===== config.mk =====
export PLATFORM = sky130hd
export DESIGN_NAME = regfile_mp
export DESIGN_NICKNAME = d
export VERILOG_FILES = /design/src/rtl/regfile_mp_pkg.sv /design/src/rtl/regfile_mp_rdport.sv /design/src/rtl/regfile_mp.sv
export SDC_FILE = /design/constraint.sdc
export NUM_CORES = 1
export LEC_CHECK = 0
export ABC_AREA = 1
export CAP_MARGIN = 15
export CORE_UTILIZATION = 35
export CTS_BUF_LIST = sky130_fd_sc_hd__clkbuf_16
export DETAILED_ROUTE_END_ITERATION = 6
export PLACE_DENSITY = 0.49
export SYNTH_ARGS = -nofsm -noshare
export SYNTH_HDL_FRONTEND = slang
export SYNTH_SLANG_ARGS = --single-unit

===== constraint.sdc =====
create_clock -name clk -period 6.5 [get_ports clk]
set_clock_uncertainty 0.15 [all_clocks]
set_input_delay 1.625 -clock clk [delete_from_list [all_inputs] [get_ports clk]]
set_output_delay 1.625 -clock clk [all_outputs]
set_load 0.01 [all_outputs]

===== src/rtl/regfile_mp_pkg.sv =====
// Shared defaults for the multi-port register file.
//
// Holds the default geometry (DSIZE, ASIZE, NREG, NRD), the reset-value
// defaults (INIT_ADDR, INIT_VAL) and the hard-wired-zero register switch.
//
// Build option: REGFILE_MP_R0_ZERO_EN
//   Defined   -> register 0 is hard-wired to zero. It is never written,
//                never pending, never bypassed, and it always reads ready.
//   Undefined -> register 0 behaves like any other register.
package regfile_mp_pkg;

  localparam int DSIZE_DEF     = 16;
  localparam int ASIZE_DEF     = 4;
  localparam int NREG_DEF      = 16;
  localparam int NRD_DEF       = 2;
  localparam int INIT_ADDR_DEF = 1;
  localparam int INIT_VAL_DEF  = 5;

`ifdef REGFILE_MP_R0_ZERO_EN
  localparam bit R0_ZERO_EN = 1'b1;
`else
  localparam bit R0_ZERO_EN = 1'b0;
`endif

endpackage


===== src/rtl/regfile_mp_rdport.sv =====
// One read port of regfile_mp: write-to-read bypass mux plus ready flag.
//
// Ports:
//   raddr            read address for this port
//   wen0/waddr0/...  port 0 (ALU) write, bypass source with lower priority
//   wen1/waddr1/...  port 1 (load) write, bypass source with higher priority
//   regs_flat        all architectural registers, register r at [r*DSIZE +: DSIZE]
//   pend             registered pending bits
//   rdata            zero-latency read data
//   rready           1 = rdata is architecturally current
//
// Build option: REGFILE_MP_R0_ZERO_EN (via regfile_mp_pkg::R0_ZERO_EN).
module regfile_mp_rdport
  import regfile_mp_pkg::*;
#(
  parameter int DSIZE = DSIZE_DEF,
  parameter int ASIZE = ASIZE_DEF,
  parameter int NREG  = NREG_DEF
) (
  input  logic [ASIZE-1:0]      raddr,
  input  logic                  wen0,
  input  logic [ASIZE-1:0]      waddr0,
  input  logic [DSIZE-1:0]      wdata0,
  input  logic                  wen1,
  input  logic [ASIZE-1:0]      waddr1,
  input  logic [DSIZE-1:0]      wdata1,
  input  logic [NREG*DSIZE-1:0] regs_flat,
  input  logic [NREG-1:0]       pend,
  output logic [DSIZE-1:0]      rdata,
  output logic                  rready
);

  logic in_range;
  logic hit0;
  logic hit1;
  logic is_r0;

  always_comb begin
    in_range = ({1'b0, raddr} < (ASIZE+1)'(NREG));
    hit1     = wen1 && (waddr1 == raddr);
    hit0     = wen0 && (waddr0 == raddr);
    is_r0    = R0_ZERO_EN && (raddr == '0);
    rdata    = '0;
    rready   = 1'b1;
    // Out-of-range and hard-wired-zero reads fall through as 0 / ready.
    if (in_range && !is_r0) begin
      // A same-cycle load writeback satisfies the pending load.
      rready = ~pend[raddr] | hit1;
      if (hit1)      rdata = wdata1;
      else if (hit0) rdata = wdata0;
      else           rdata = regs_flat[int'(raddr)*DSIZE +: DSIZE];
    end
  end

endmodule


===== src/rtl/regfile_mp.sv =====
// Multi-port register file for the decode/writeback stages.
//
// Two write ports (0 = ALU writeback, 1 = load writeback; port 1 wins on
// an address collision), NRD combinational read ports with write bypass,
// and a per-register pending scoreboard for outstanding loads.
//
// Ports:
//   clk, rst           clock; asynchronous active-low reset
//   wen0/waddr0/wdata0 ALU write port
//   wen1/waddr1/wdata1 load write port, also clears the pending bit
//   raddr/rdata        packed read ports, port k at [k*ASIZE] / [k*DSIZE]
//   rready             per-port "data is current" flag for stall logic
//   pend_set/pend_addr mark a register pending when a load issues
//   pend_vec           registered pending bits
//   waw_err            one-cycle pulse after an ALU write hits a pending reg
//
// Build option: REGFILE_MP_R0_ZERO_EN (register 0 hard-wired to zero).
module regfile_mp
  import regfile_mp_pkg::*;
#(
  parameter int DSIZE     = DSIZE_DEF,
  parameter int ASIZE     = ASIZE_DEF,
  parameter int NREG      = NREG_DEF,
  parameter int NRD       = NRD_DEF,
  parameter int INIT_ADDR = INIT_ADDR_DEF,
  parameter int INIT_VAL  = INIT_VAL_DEF
) (
  input  logic                 clk,
  input  logic                 rst,
  input  logic                 wen0,
  input  logic [ASIZE-1:0]     waddr0,
  input  logic [DSIZE-1:0]     wdata0,
  input  logic                 wen1,
  input  logic [ASIZE-1:0]     waddr1,
  input  logic [DSIZE-1:0]     wdata1,
  input  logic [NRD*ASIZE-1:0] raddr,
  output logic [NRD*DSIZE-1:0] rdata,
  output logic [NRD-1:0]       rready,
  input  logic                 pend_set,
  input  logic [ASIZE-1:0]     pend_addr,
  output logic [NREG-1:0]      pend_vec,
  output logic                 waw_err
);

  logic [DSIZE-1:0]      regs_q [NREG];
  logic [DSIZE-1:0]      regs_d [NREG];
  logic [NREG-1:0]       pend_q;
  logic [NREG-1:0]       pend_d;
  logic                  waw_q;
  logic                  waw_d;
  logic [NREG*DSIZE-1:0] regs_flat;

  always_comb begin
    pend_d = pend_q;
    waw_d  = 1'b0;
    for (int r = 0; r < NREG; r++) begin
      regs_d[r] = regs_q[r];
      // Register 0 is frozen at zero when hard-wired; its pending bit stays 0.
      if (!(R0_ZERO_EN && r == 0)) begin
        if (wen1 && waddr1 == ASIZE'(r))      regs_d[r] = wdata1;
        else if (wen0 && waddr0 == ASIZE'(r)) regs_d[r] = wdata0;
        // Set wins over a same-cycle clear: a new load issued as the old one
        // returns keeps the register pending.
        pend_d[r] = (pend_set && pend_addr == ASIZE'(r)) |
                    (pend_q[r] & ~(wen1 && waddr1 == ASIZE'(r)));
      end
      if (wen0 && waddr0 == ASIZE'(r) && pend_q[r]) waw_d = 1'b1;
    end
  end

  always_ff @(posedge clk or negedge rst) begin
    if (!rst) begin
      for (int r = 0; r < NREG; r++) begin
        regs_q[r] <= (r == INIT_ADDR && !(R0_ZERO_EN && r == 0)) ? DSIZE'(INIT_VAL) : '0;
      end
      pend_q <= '0;
      waw_q  <= 1'b0;
    end else begin
      for (int r = 0; r < NREG; r++) begin
        regs_q[r] <= regs_d[r];
      end
      pend_q <= pend_d;
      waw_q  <= waw_d;
    end
  end

  assign pend_vec = pend_q;
  assign waw_err  = waw_q;

  for (genvar g = 0; g < NREG; g++) begin : g_flat
    assign regs_flat[g*DSIZE +: DSIZE] = regs_q[g];
  end

  for (genvar k = 0; k < NRD; k++) begin : g_rd
    regfile_mp_rdport #(
      .DSIZE (DSIZE),
      .ASIZE (ASIZE),
      .NREG  (NREG)
    ) u_rdport (
      .raddr     (raddr[k*ASIZE +: ASIZE]),
      .wen0      (wen0),
      .waddr0    (waddr0),
      .wdata0    (wdata0),
      .wen1      (wen1),
      .waddr1    (waddr1),
      .wdata1    (wdata1),
      .regs_flat (regs_flat),
      .pend      (pend_q),
      .rdata     (rdata[k*DSIZE +: DSIZE]),
      .rready    (rready[k])
    );
  end

endmodule


==> Word level (Yosys, flattened, before mapping) <==
Cells that the tools add are included.
{ "totals": {"latch_bits": 0, "reg_bits": 273, "mem_count": 0, "mem_bits_rw": 0, "elab_cells": 266, "out_inout_bits": 51, "rom_bits": 0, "inputBits": 57} }
{ "classes": {"n_addsub": 0, "n_reduce_logical": 87, "n_mul": 0, "n_eq_ne": 49, "div": 0, "bitwise_logic": 52, "n_lt_le_gt_ge": 2, "shifts": 2, "mux": 56} }
{ "op_table": {"columns": ["op", "n"], "rows": [
  ["2-to-1 mux 16 bit", 36],
  ["variable part select 256 x 9 -> 16 bit", 2],
  ["equality test 4 bit, second input constant", 24],
  ["logical AND 1 bit", 68],
  ["equality test 4 x 3 -> 1 bit, second input constant", 12],
  ["nonzero test 2 bit", 16],
  ["equality test 4 x 2 -> 1 bit, second input constant", 6],
  ["2-to-1 mux 1 bit", 18],
  ["inverter 1 bit", 18],
  ["bitwise OR 1 bit", 18],
  ["bitwise AND 1 bit", 16],
  ["equality test 4 bit", 4],
  ["equality test 4 x 1 -> 1 bit, second input constant", 3],
  ["logical NOT 4 bit", 3],
  ["< comparator 4 x 5 -> 1 bit, second input constant", 2],
  ["binary-select mux 1 bit (select 4 bit)", 2]
]} }

==> Depth between registers and ports, before layout <==
Gate-level depths: netlist (run 1).
{ "depth": {"depth_word": 19, "ltp_mapped": 11, "depth_no_buf": 9} }

==> Cells and area by module <==
A second synthesis (run 1) with hierarchy kept.
{ "unflattened": {"hier_cells": 3319, "area_unflattened_um2": 20189.4} }
{ "by_module_without_submodules": {"columns": ["mod", "instances", "seq_area_each_um2", "area_per_inst_um2", "cells_per_inst"], "rows": [
  ["regfile_mp", 1, 6834.1, 12724.7, 1555],
  ["regfile_mp_rdport", 2, 0.0, 3732.3, 882]
]} }

==> Worst setup path after synthesis (run 1) <==
No wires, ideal clock.
{ "synth_timing": {"path_type": "input to output", "from": "in raddr[7]", "to": "out rdata[21]", "required_time_ps": 4725, "path_slack_ps": 2000, "path_buffers": 2, "cell_stages": 9, "arrival_time_ps": 2725, "cell_sequence": "buf_2 -> inv_2 -> nor2_1 -> inv_1 -> o211ai_1 -> nor2_1 -> clkbuf_1 -> nand2_1 -> nand2_1"} }
{ "synth_via": {"elab_chain_cells": 4, "elab_cells_between_ends": 7, "classes_between": "eq/ne: 2; shift: 1; mux: 2; reduce/logical: 2"} }
{ "synth_lines": {"columns": ["item", "line", "text"], "rows": [
  ["start, declared", "regfile_mp.sv:36", "input logic [NRD*ASIZE-1:0] raddr,"],
  ["branches (longest 3 deep; another with variable part select 256 x 9 -> 16 bit)", null, null],
  ["2-to-1 mux 16 bit *", "regfile_mp_rdport.sv:49", "if (hit1) rdata = wdata1;"],
  ["end, declared", "regfile_mp.sv:37", "output logic [NRD*DSIZE-1:0] rdata,"]
]} }
Mark *: on every way between the ends.

==> Worst setup path after layout (run 1) <==
{ "layout_timing": {"from": "in raddr[2]", "to": "out rdata[0]"} }
The elaborated chain is that of the path after synthesis.

==> results_dict.tcl, run 1 <==
set metrics [dict create \
    global_route.usage.total_pct 38.9 \
    syn_to_final_growth_pct 14.7 \
    max_cap_violations 0 \
    finalWorstPathRequiredPeriod_ns 5.92 \
    synth_top_cell_by_area "dfrtp_1" \
    antenna_violations_before_repair 5 \
    slew_headroom_pct 18.8 \
    detail_route.first_pass.iterations 6 \
    worstHoldStart "regs_flat[197]" \
    drt_iter0_markers 3242 \
    p_int_uw 3930 \
    final_hold_viol_count 0 \
    worstPathArrival_ns 4.15 \
    syn-cell-area_um2 19200 \
    first_global_vias 21403 \
    worst-endpoint-required_ns 4.72 \
    initial_core_util_pct 35.6 \
    clk_pin_slew_worst_setup_hold_paths_ns 0.06 \
    post-synth-top-area-fraction_pct 35.4 \
    yosysSeqAreaShare_pct 35.6 \
    worst_ir_drop_vdd_mv 0.152 \
    grt.met1_usage_pct 50.7 \
    reg2reg_setup_slack_ns 5.11 \
    cellPowerDensity_nw_per_um2 284 \
    critical_path.reg2reg.startpoint "pend_vec[0]" \
    syn-mean-instance-area_um2 6.51 \
    postSynthRegisterBits 273 \
    min_period_over_period_pct 91.1 \
    cellLeakagePower_uw 0.0104 \
    r2r.worst_path.cells 4 \
    finish.utilization_pct 40.8 \
    p_total_uw 6240 \
    cts_buffers 37 \
    cts_root_buf "clkbuf_16" \
    crit_path_start_kind "input pin" \
    placed_cell_area_um2 20800 \
    cts-hold-fix-buffers 0 \
    whs_endpoint "regs_flat[197]" \
    vias 22648 \
    clkLatencyLatePin_ns 0.58 \
    ant_nets 0 \
    groute.layer.met2.usage_pct 56.2 \
    io_buffer_count 107 \
    floorplan.die_area_um2 55700 \
    cts_htree_levels 2 \
    setup-violations-final 0 \
    cts.sinks 273 \
    rsz_0062_raised_after_global_routing "false" \
    placement_rows 85 \
    placeableCoreArea_um2 53900 \
    ioPinCount 108 \
    gp_congestion 0.972 \
    detail_route.drc_violations 0 \
    proportion_of_total_power_due_to_net_switching_pct 37.1 \
    place.detailed.hpwl_mm 69.1 \
    detail_route.vias_per_cell 6.17 \
    post_route_cells_drive_above_1_share_pct 7.45 \
    comb_power_share_pct 31.5 \
    grt_first_pass_wirelength_mm 157 \
    min_path_cells 2 \
    max_fclk_mhz 169 \
    max-clock-path-buffers 3 \
    status "finished clean" \
    cts.repair_timing.setup_buffer_count 0 \
    grt.busiest_layer "met2" \
    post_cts.resized_instances 0 \
    maximum_fanout_along_the_worst_path 32 \
    drt-wirelength-per-cell_um 29.8 \
    max_slew.worst_pin.slew_ns 1.22 \
    wl_mm 109 \
    synth.area.top_cells "dfrtp_1 (35%), nand3_1 (15%), nand2_1 (13%)" \
    finalInstanceArea_um2 22000 \
    switching_power_uw 2320 \
    rr_endpoint "waw_err" \
    grtUsageMet3_pct 10.2 \
    die_width_um 236 \
    yosys_warnings 0 \
    grt_start_max_net_pins 129 \
    tritoncts_clock_tree "built" \
    dieHeight_um 236 \
    fin_nets 2999 \
    power.share.clock_pct 32.2 \
    timing_max_transition_violations_final 0 \
    holdCritPathClass "reg2reg" \
    synth_cells 2944 \
    synth_cell_type_count 29 \
    register_share_of_total_power_pct 36.3 \
    critical_path.endpoint_type "primary output" \
    synthesis.nets 3001 \
    grt_overflow_total 0 \
    setup_total_negative_slack_ns 0 \
    setup.worst_path.class "in2out" \
]
## area by class of cell
| type | count | area [um^2] |
|---|---|---|
| fillers | 5693 | 31900 |
| multi-input cells | 2076 | 9900 |
| flip-flops and latches | 273 | 6830 |
| repair buffers | 199 | 1890 |
| inverters | 355 | 1340 |
| clock buffers | 39 | 976 |
| well taps | 696 | 871 |
| clock inverters | 24 | 153 |
| diodes | 7 | 17.5 |
## placed cells by master, fill, tap and decap left out, drive strengths merged
master	instances
nand2	682
nand3	565
o21ai	515
inv	361
dfrtp	271
nor2	144
clkdlybuf4s50	100
buf	99
o221ai	58
a21oi	55
o22ai	40
clkbuf	39
clkinv	16
o211ai	9
diode	7
nand4	4
xnor2	3
bufinv	2
dfstp	2
nand3b	1
## synth_stat cells
cell,n
nand3_4,3
o211ai_1,9
nand3_1,560
o21ai_0,352
nor2_4,15
nand2_2,6
xnor2_1,3
clkinv_1,2
nand3_2,2
buf_2,70
a21oi_1,55
clkbuf_1,101
o22ai_1,40
inv_1,326
buf_1,44
o21ai_2,11
buf_4,10
o221ai_1,58
inv_2,27
clkbuf_2,4
nand3b_1,1
dfstp_2,2
nor2_1,125
nor2_2,4
nand2_1,676
o21ai_1,152
nand4_1,4
buf_6,11
dfrtp_1,271
## worst max-delay path, cell delays in order
cell and delay [ns]:
clkdlybuf4s50_1 0.53, clkinv_1 0.45, nand2_1 0.17, nand2_1 0.07, nor2_1 0.10, nand3b_1 0.09, buf_4 0.27, nand3_1 0.15
nand2_1 0.06, nand2_1 0.08, clkdlybuf4s50_1 0.55
## state kept, by name, summed over array words and instances (netlist names)
name       cells
regs_flat    256
pend_vec      16
waw_err        1
## worst max path at each step
stage	from	endpoint	slack, ns	depth (start not counted)
after floorplan	raddr[7]	rdata[21]	2.00	9
after global placement	raddr[6]	rdata[28]	0.61	8
after detailed placement	raddr[2]	rdata[1]	0.64	12
after CTS	raddr[6]	rdata[28]	0.63	8
after global routing	raddr[2]	rdata[9]	0.39	11
final	raddr[2]	rdata[0]	0.58	11
## cell families after synthesis
logic type	share of synthesized area [%]
AOI/OAI and AO/OA	19.4
xor gates and xnor gates	0.137
buffers and inverters	12.8
DFF	35.6
and+or+nand+nor	32.1
## metrics by stage
step	hold slack (ns)	setup WS, ns	instances
3_3_place_gp	0.366	0.612	3598
3_5_place_dp	0.370	0.637	3598
5_1_grt	0.404	0.393	3663
4_1_cts	0.382	0.630	3661
6_report	0.379	0.579	3669
2_1_floorplan	0.343	2.00	2944
## layer usage
metal | vias to the layer above | share of wire [%]
li1 | 9738 | -
met1 | 10778 | 39
met5 | - | 0.011
met3 | 416 | 11
met2 | 1714 | 41
met4 | 2 | 7.8
## power groups by stage
stage	logic (uW)	clock network (uW)	registers (uW)
after floorplan	1190	0	2250
after global placement	1900	0	2290
after detailed placement	1910	0	2290
after CTS	1920	2030	2260
after global routing	2150	2090	2310
final	1960	2010	2270
Power figures use the tool's default switching activity.
==> run 2: changes to the inputs <==
--- a/config.mk
+++ b/config.mk
@@ -10,7 +10,7 @@
 export CORE_UTILIZATION = 35
 export CTS_BUF_LIST = sky130_fd_sc_hd__clkbuf_16
 export DETAILED_ROUTE_END_ITERATION = 6
-export PLACE_DENSITY = 0.49
+export PLACE_DENSITY = 0.51
 export SYNTH_ARGS = -nofsm -noshare
 export SYNTH_HDL_FRONTEND = slang
 export SYNTH_SLANG_ARGS = --single-unit
==> constraint.sdc (replaced) <==
create_clock -name clk -period 5.3 [get_ports clk]
set_clock_uncertainty 0.15 [all_clocks]
set_input_delay 1.325 -clock clk [delete_from_list [all_inputs] [get_ports clk]]
set_output_delay 1.325 -clock clk [all_outputs]
set_load 0.01 [all_outputs]
==> run 2 against run 1 <==
Against the previous run: hold slack gained 0.0040 ns; non-clock buffer count grew 41; first-iteration DRC count grew 1.7%; register-to-register slack lost 1.0 ns; cell count grew 1.1%; critical path depth shrank 2; die area is the same; largest cell class unchanged; largest power group unchanged.
==> results_dict.tcl, run 2 (synthesis gave the netlist of run 1 again) <==
set metrics [dict create \
    cpPeakStageDelay_ns 0.70 \
    clkLatencyLatePin_ns 0.58 \
    fill_cells 5629 \
    crit_buf_inv 4 \
    crit_path_start_kind "input pin" \
    worst-endpoint-required_ns 3.83 \
    first_global_vias 21411 \
    post_route_cells_drive_above_1_share_pct 8.87 \
    drt_iter0_markers 3296 \
    status "finished clean" \
    setup_total_negative_slack_ns 0 \
    placeableCoreArea_um2 53900 \
    finalWorstSetupSlack_ns 0.206 \
    drt-wirelength-per-cell_um 28.4 \
    detail_route.first_pass.iterations 7 \
    syn_to_final_growth_pct 16.8 \
    detail_route.drc_violations 0 \
    antenna_violations_before_repair 4 \
    setup-violations-final 0 \
    wl_mm 105 \
    vias 22823 \
    grt_start_max_net_pins 94 \
    cpMaxStageDelayCell "clkdlybuf4s50_1" \
    cts.sinks 273 \
    detail_route.vias_per_cell 6.16 \
    cts.repair_timing.setup_buffer_count 0 \
    worstPathArrival_ns 3.62 \
    finish.utilization_pct 41.5 \
    place.detailed.hpwl_mm 67.3 \
    cts-hold-fix-buffers 0 \
    setup.worst_path.class "in2out" \
    initial_core_util_pct 35.6 \
    global_route.usage.total_pct 37.4 \
    holdCritPathClass "reg2reg" \
    cts_root_buf "clkbuf_16" \
    placement.setup.worst_slack_ns 0.285 \
    top_library_cells_by_usage_in_the_layout_fill_and_taps_aside "nand2_1 (676), nand3_1 (559), o21ai_0 (352)" \
    max-clock-path-buffers 3 \
    floorplan.die_area_um2 55700 \
    critical_path.endpoint_type "primary output" \
    timing_max_transition_violations_final 0 \
    final_hold_viol_count 0 \
    post_cts.resized_instances 0 \
    grt_overflow_total 0 \
    min_period_over_period_pct 96.1 \
    multiInputGateArea_um2 9910 \
    die_width_um 236 \
    final.hold.worst_slack_ns 0.383 \
    largest_reg_flops 256 \
    clk_pin_slew_worst_setup_hold_paths_ns 0.05 \
    worst_ir_drop_vdd_mv 0.191 \
    dieHeight_um 236 \
    max_slew.worst_pin.slew_ns 1.13 \
    cellPowerDensity_nw_per_um2 341 \
    maximum_fanout_along_the_worst_path 21 \
    rsz_0062_raised_after_global_routing "false" \
    cts_htree_levels 2 \
    cellLeakagePower_uw 0.0106 \
    gp_congestion 0.962 \
    slew_headroom_pct 24.6 \
    ant_nets 0 \
    finalWorstPathRequiredPeriod_ns 5.09 \
    final-seq-area_um2 6830 \
    ioPinCount 108 \
    max_cap_violations 0 \
    placement_rows 85 \
    io_buffer_count 107 \
    critical_path.cell_chain "clkdlybuf4s50_1, xnor2_1, nand4_1, nor2_2, buf_12, buf_4, nand2_1, nand2_1, clkdlybuf4s50_1" \
    grt_first_pass_wirelength_mm 152 \
    cts_buffers 38 \
    cp_top_family "buffers and inverters" \
    final_common_cell "nand2_1" \
    fin_nets 3041 \
    max_fclk_mhz 196 \
    tritoncts_clock_tree "built" \
]
-- run 2: report_power, final --
part,internal (uW),leakage [uW],switching [uW],total [uW]
clock network,1370,0.000608,1080,2450
logic,824,0.00677,1600,2420
registers,2600,0.00325,170,2770
total,4800,0.0106,2850,7640
-- run 2: area by class of cell --
| cell class | count | share of cell area (%) |
|---|---|---|
| Timing Repair Buffer | 240 | 10.3 |
| Antenna cell | 1 | 0.0112 |
| Clock buffer | 39 | 4.36 |
| Tap cell | 696 | 3.89 |
| Sequential cell | 273 | 30.5 |
| Multi-Input combinational cell | 2076 | 44.2 |
| Clock inverter | 28 | 0.665 |
| Inverter | 355 | 5.97 |
-- run 2: per-layer routing --
metal,part of all wire [%],vias up,track usage [%]
met1,39,10771,49.5
li1,-,9827,-
met4,7.4,0,24.2
met2,40,1792,52.2
met5,0,-,0
met3,14,433,11.6
-- run 2: worst reg2reg max path, delay by kind of cell, from the launching register on --
family | cells | cell delay (ns)
flip-flops | 1 | 0.46
AND/OR/NAND/NOR | 3 | 0.41
AO/OA/AOI/OAI | 1 | 0.08
-- run 2: worst paths after layout --
| kind | start | to | slack [ns] | cells past startpoint |
|---|---|---|---|---|
| setup / recovery | waddr1[2] | rdata[27] | 0.21 | 9 |
| hold / removal | regs_flat[163] | regs_flat[163] | 0.38 | 2 |
| min in group asynchronous | rst | regs_flat[178] | 0.59 | 1 |
| hold reg to reg | regs_flat[163] | regs_flat[163] | 0.38 | 2 |
| max in group asynchronous | rst | regs_flat[253] | 3.29 | 2 |
| setup reg to reg | pend_vec[6] | waw_err | 4.07 | 4 |
-- run 2: per-stage QoR --
| stage | std cells | area (um^2) | total power [uW] |
|---|---|---|---|
| 2_1_floorplan | 2944 | 19200 | 4220 |
| 3_3_place_gp | 3640 | 21300 | 5120 |
| 3_5_place_dp | 3640 | 21300 | 5150 |
| 4_1_cts | 3707 | 22400 | 7590 |
| 5_1_grt | 3707 | 22400 | 8010 |
| 6_report | 3708 | 22400 | 7640 |
==> RTL change (settings of run 1) <==
Change the package constant `R0_ZERO_EN` from 1'b0 to 1'b1.
--- a/src/rtl/regfile_mp_pkg.sv
+++ b/src/rtl/regfile_mp_pkg.sv
@@ -19,7 +19,7 @@
 `ifdef REGFILE_MP_R0_ZERO_EN
   localparam bit R0_ZERO_EN = 1'b1;
 `else
-  localparam bit R0_ZERO_EN = 1'b0;
+  localparam bit R0_ZERO_EN = 1'b1;
 `endif
 
 endpackage
Check against the original RTL: not equivalent (a bounded check fails within 4 cycles, from zero or initial values and one cycle with rst low).
==> RTL change against run 1 <==
The flow now finishes with violations (DRC). Register-to-register slack better by 0.25 ns. Non-clock buffer count is 2 higher. Combinational power is 13% lower. Total power is 7.0% lower. Wire length is 11% lower. Sequential cell count is 17 lower. Count of clock-buffer cells in the layout is 2 lower. Cell area is 5.5% lower. Critical path depth stayed put. Final cell count is 2.4% lower. Synthesized area is 7.0% lower. Via count is 8.0% lower. Worst setup slack worse by 0.24 ns. Critical endpoint is now rdata[21]. Largest power group unchanged.
==> RTL change: results (changes against run 1) <==
finish:
  drive_gt1_share_pct: 7.22  # was 7.45%
  buffer_area_share_pct: 8.89  # was 8.61%
  clk_share_pct: 5.21  # was 5.13%
  fin_area_mm2: 0.0208  # was 0.0220 mm2
  diodes: 0  # was 7
  nets: 2940  # was 2999
  multi_input_gates: 2134  # was 2076
  multi_input_area_mm2: 0.00964  # was 0.00990 mm2
  regArea_mm2: 0.00641  # was 0.00683 mm2
  n_fill_cell: 5391  # was 5693
  inverters: 254  # was 355
  nClkBuffers: 37  # was 39
  buffers: 201  # was 199
  largest_reg_flops: 240  # was 256
logic_synthesis:
  yosysUniqueCellTypes: 33  # was 29
  syn_area_per_cell_um2: 6.27  # was 6.51 um2
  ys_seq_area_share_pct: 35.9  # was 35.6%
  ys_top_cells_by_area: "dfrtp_1 36%, nand2_1 19%, o21ai_0 11%, nand3_1 7.0%, nor2_1 6.0%"  # was dfrtp_1 35%, nand3_1 15%, nand2_1 13%, o21ai_0 9.2%, inv_1 6.4%
  synth_commonest_cells: "913 x nand2_1, 382 x o21ai_0, 285 x nor2_1, 254 x dfrtp_1, 249 x nand3_1"  # was 676 x nand2_1, 560 x nand3_1, 352 x o21ai_0, 326 x inv_1, 271 x dfrtp_1
placement:
  placed_cells: 3516  # was 3598
  place_ws_ns: 0.433  # was 0.637 ns
  portBuffers: 106  # was 107
  place.gp.congestion: 0.974  # was 0.972
  place_hpwl_um: 65900  # was 69100 um
  dpl_cell_area_mm2: 0.0197  # was 0.0208 mm2
global_routing:
  grt_max_degree: 99  # was 129
  grtUsageTotal_pct: 36.8  # was 38.9%
  grt_pass1_vias: 19900  # was 21400
  grt_pass1_wl_um: 140000  # was 157000 um
  antenna_found_initial: 2  # was 5
power:
  power_frac_clock_pct: 32.8  # was 32.2%
  internal-power_mw: 3.65  # was 3.93 mW
  p_comb_share_pct: 29.4  # was 31.5%
  ir_worst_vdd_mv: 0.190  # was 0.152 mV
  p_leak_nw: 10.0  # was 10.4 nW
  pg_clk_mw: 1.90  # was 2.01 mW
timing:
  tightest_slew_ns: 1.12  # was 1.22 ns
  whs_ns: 0.360  # was 0.379 ns
  fmax_mhz: 162  # was 169 MHz
setup_path:
  cpLargestDelayFamily: "buffers and inverters"  # unchanged
  cp_slowest_stage_delay_ns: 0.67  # was 0.55 ns
  crit_fanout: 10  # was 32
  regToRegSetupSlack_ns: 5.36  # was 5.11 ns
  cp.arrival_ns: 4.38  # was 4.15 ns
clock_tree:
  cts_max_path_buffers: 3  # unchanged
  ctsResizeCount: 0  # unchanged
  htreeDepth: 2  # unchanged
  numClockSinks: 256  # was 273
  cts_made_buffers: 36  # was 37
drt:
  first_pass_iters: 7  # was 6
  drc: 1  # was 0
  wl_per_cell_um: 27.1  # was 29.8 um
  wirelength_um: 96900  # was 109000 um
  first_iter_violations: 2225  # was 3242
  via_per_inst: 5.82  # was 6.17
status:
  status: "finished with violations"  # was finished, final reports clean
  violations: "DRC"
run:
  maxCapViolations: 0  # unchanged
## RTL change: worst paths after layout
path	startpoint	to
worst max-delay path	waddr1[1]	rdata[21]
worst min-delay path	regs_flat[16]$_DFFE_PN1P_	regs_flat[16]$_DFFE_PN1P_
worst max register to register	pend_vec[8]$_DFF_PN0_	waw_err$_DFF_PN0_
worst min register to register	regs_flat[16]$_DFFE_PN1P_	regs_flat[16]$_DFFE_PN1P_
max in group asynchronous	rst	regs_flat[249]$_DFFE_PN0P_
min in group asynchronous	rst	regs_flat[17]$_DFFE_PN0P_
## RTL change: routing by layer
metal	track usage, %	part of all wire, %
met4	21.4	6.2
met2	54.7	42
met3	6.69	9.4
met5	0	0
met1	50.0	42
## RTL change: logic make-up after synthesis
kind of cell           Yosys count  share of synthesized area (%)
AO/OA/AOI/OAI                  625                           19.3
XOR/XNOR                         2                         0.0982
buffers and inverters          454                           10.1
flip-flops                     256                           35.9
other                            1                         0.0210
AND/OR/NAND/NOR               1506                           34.5
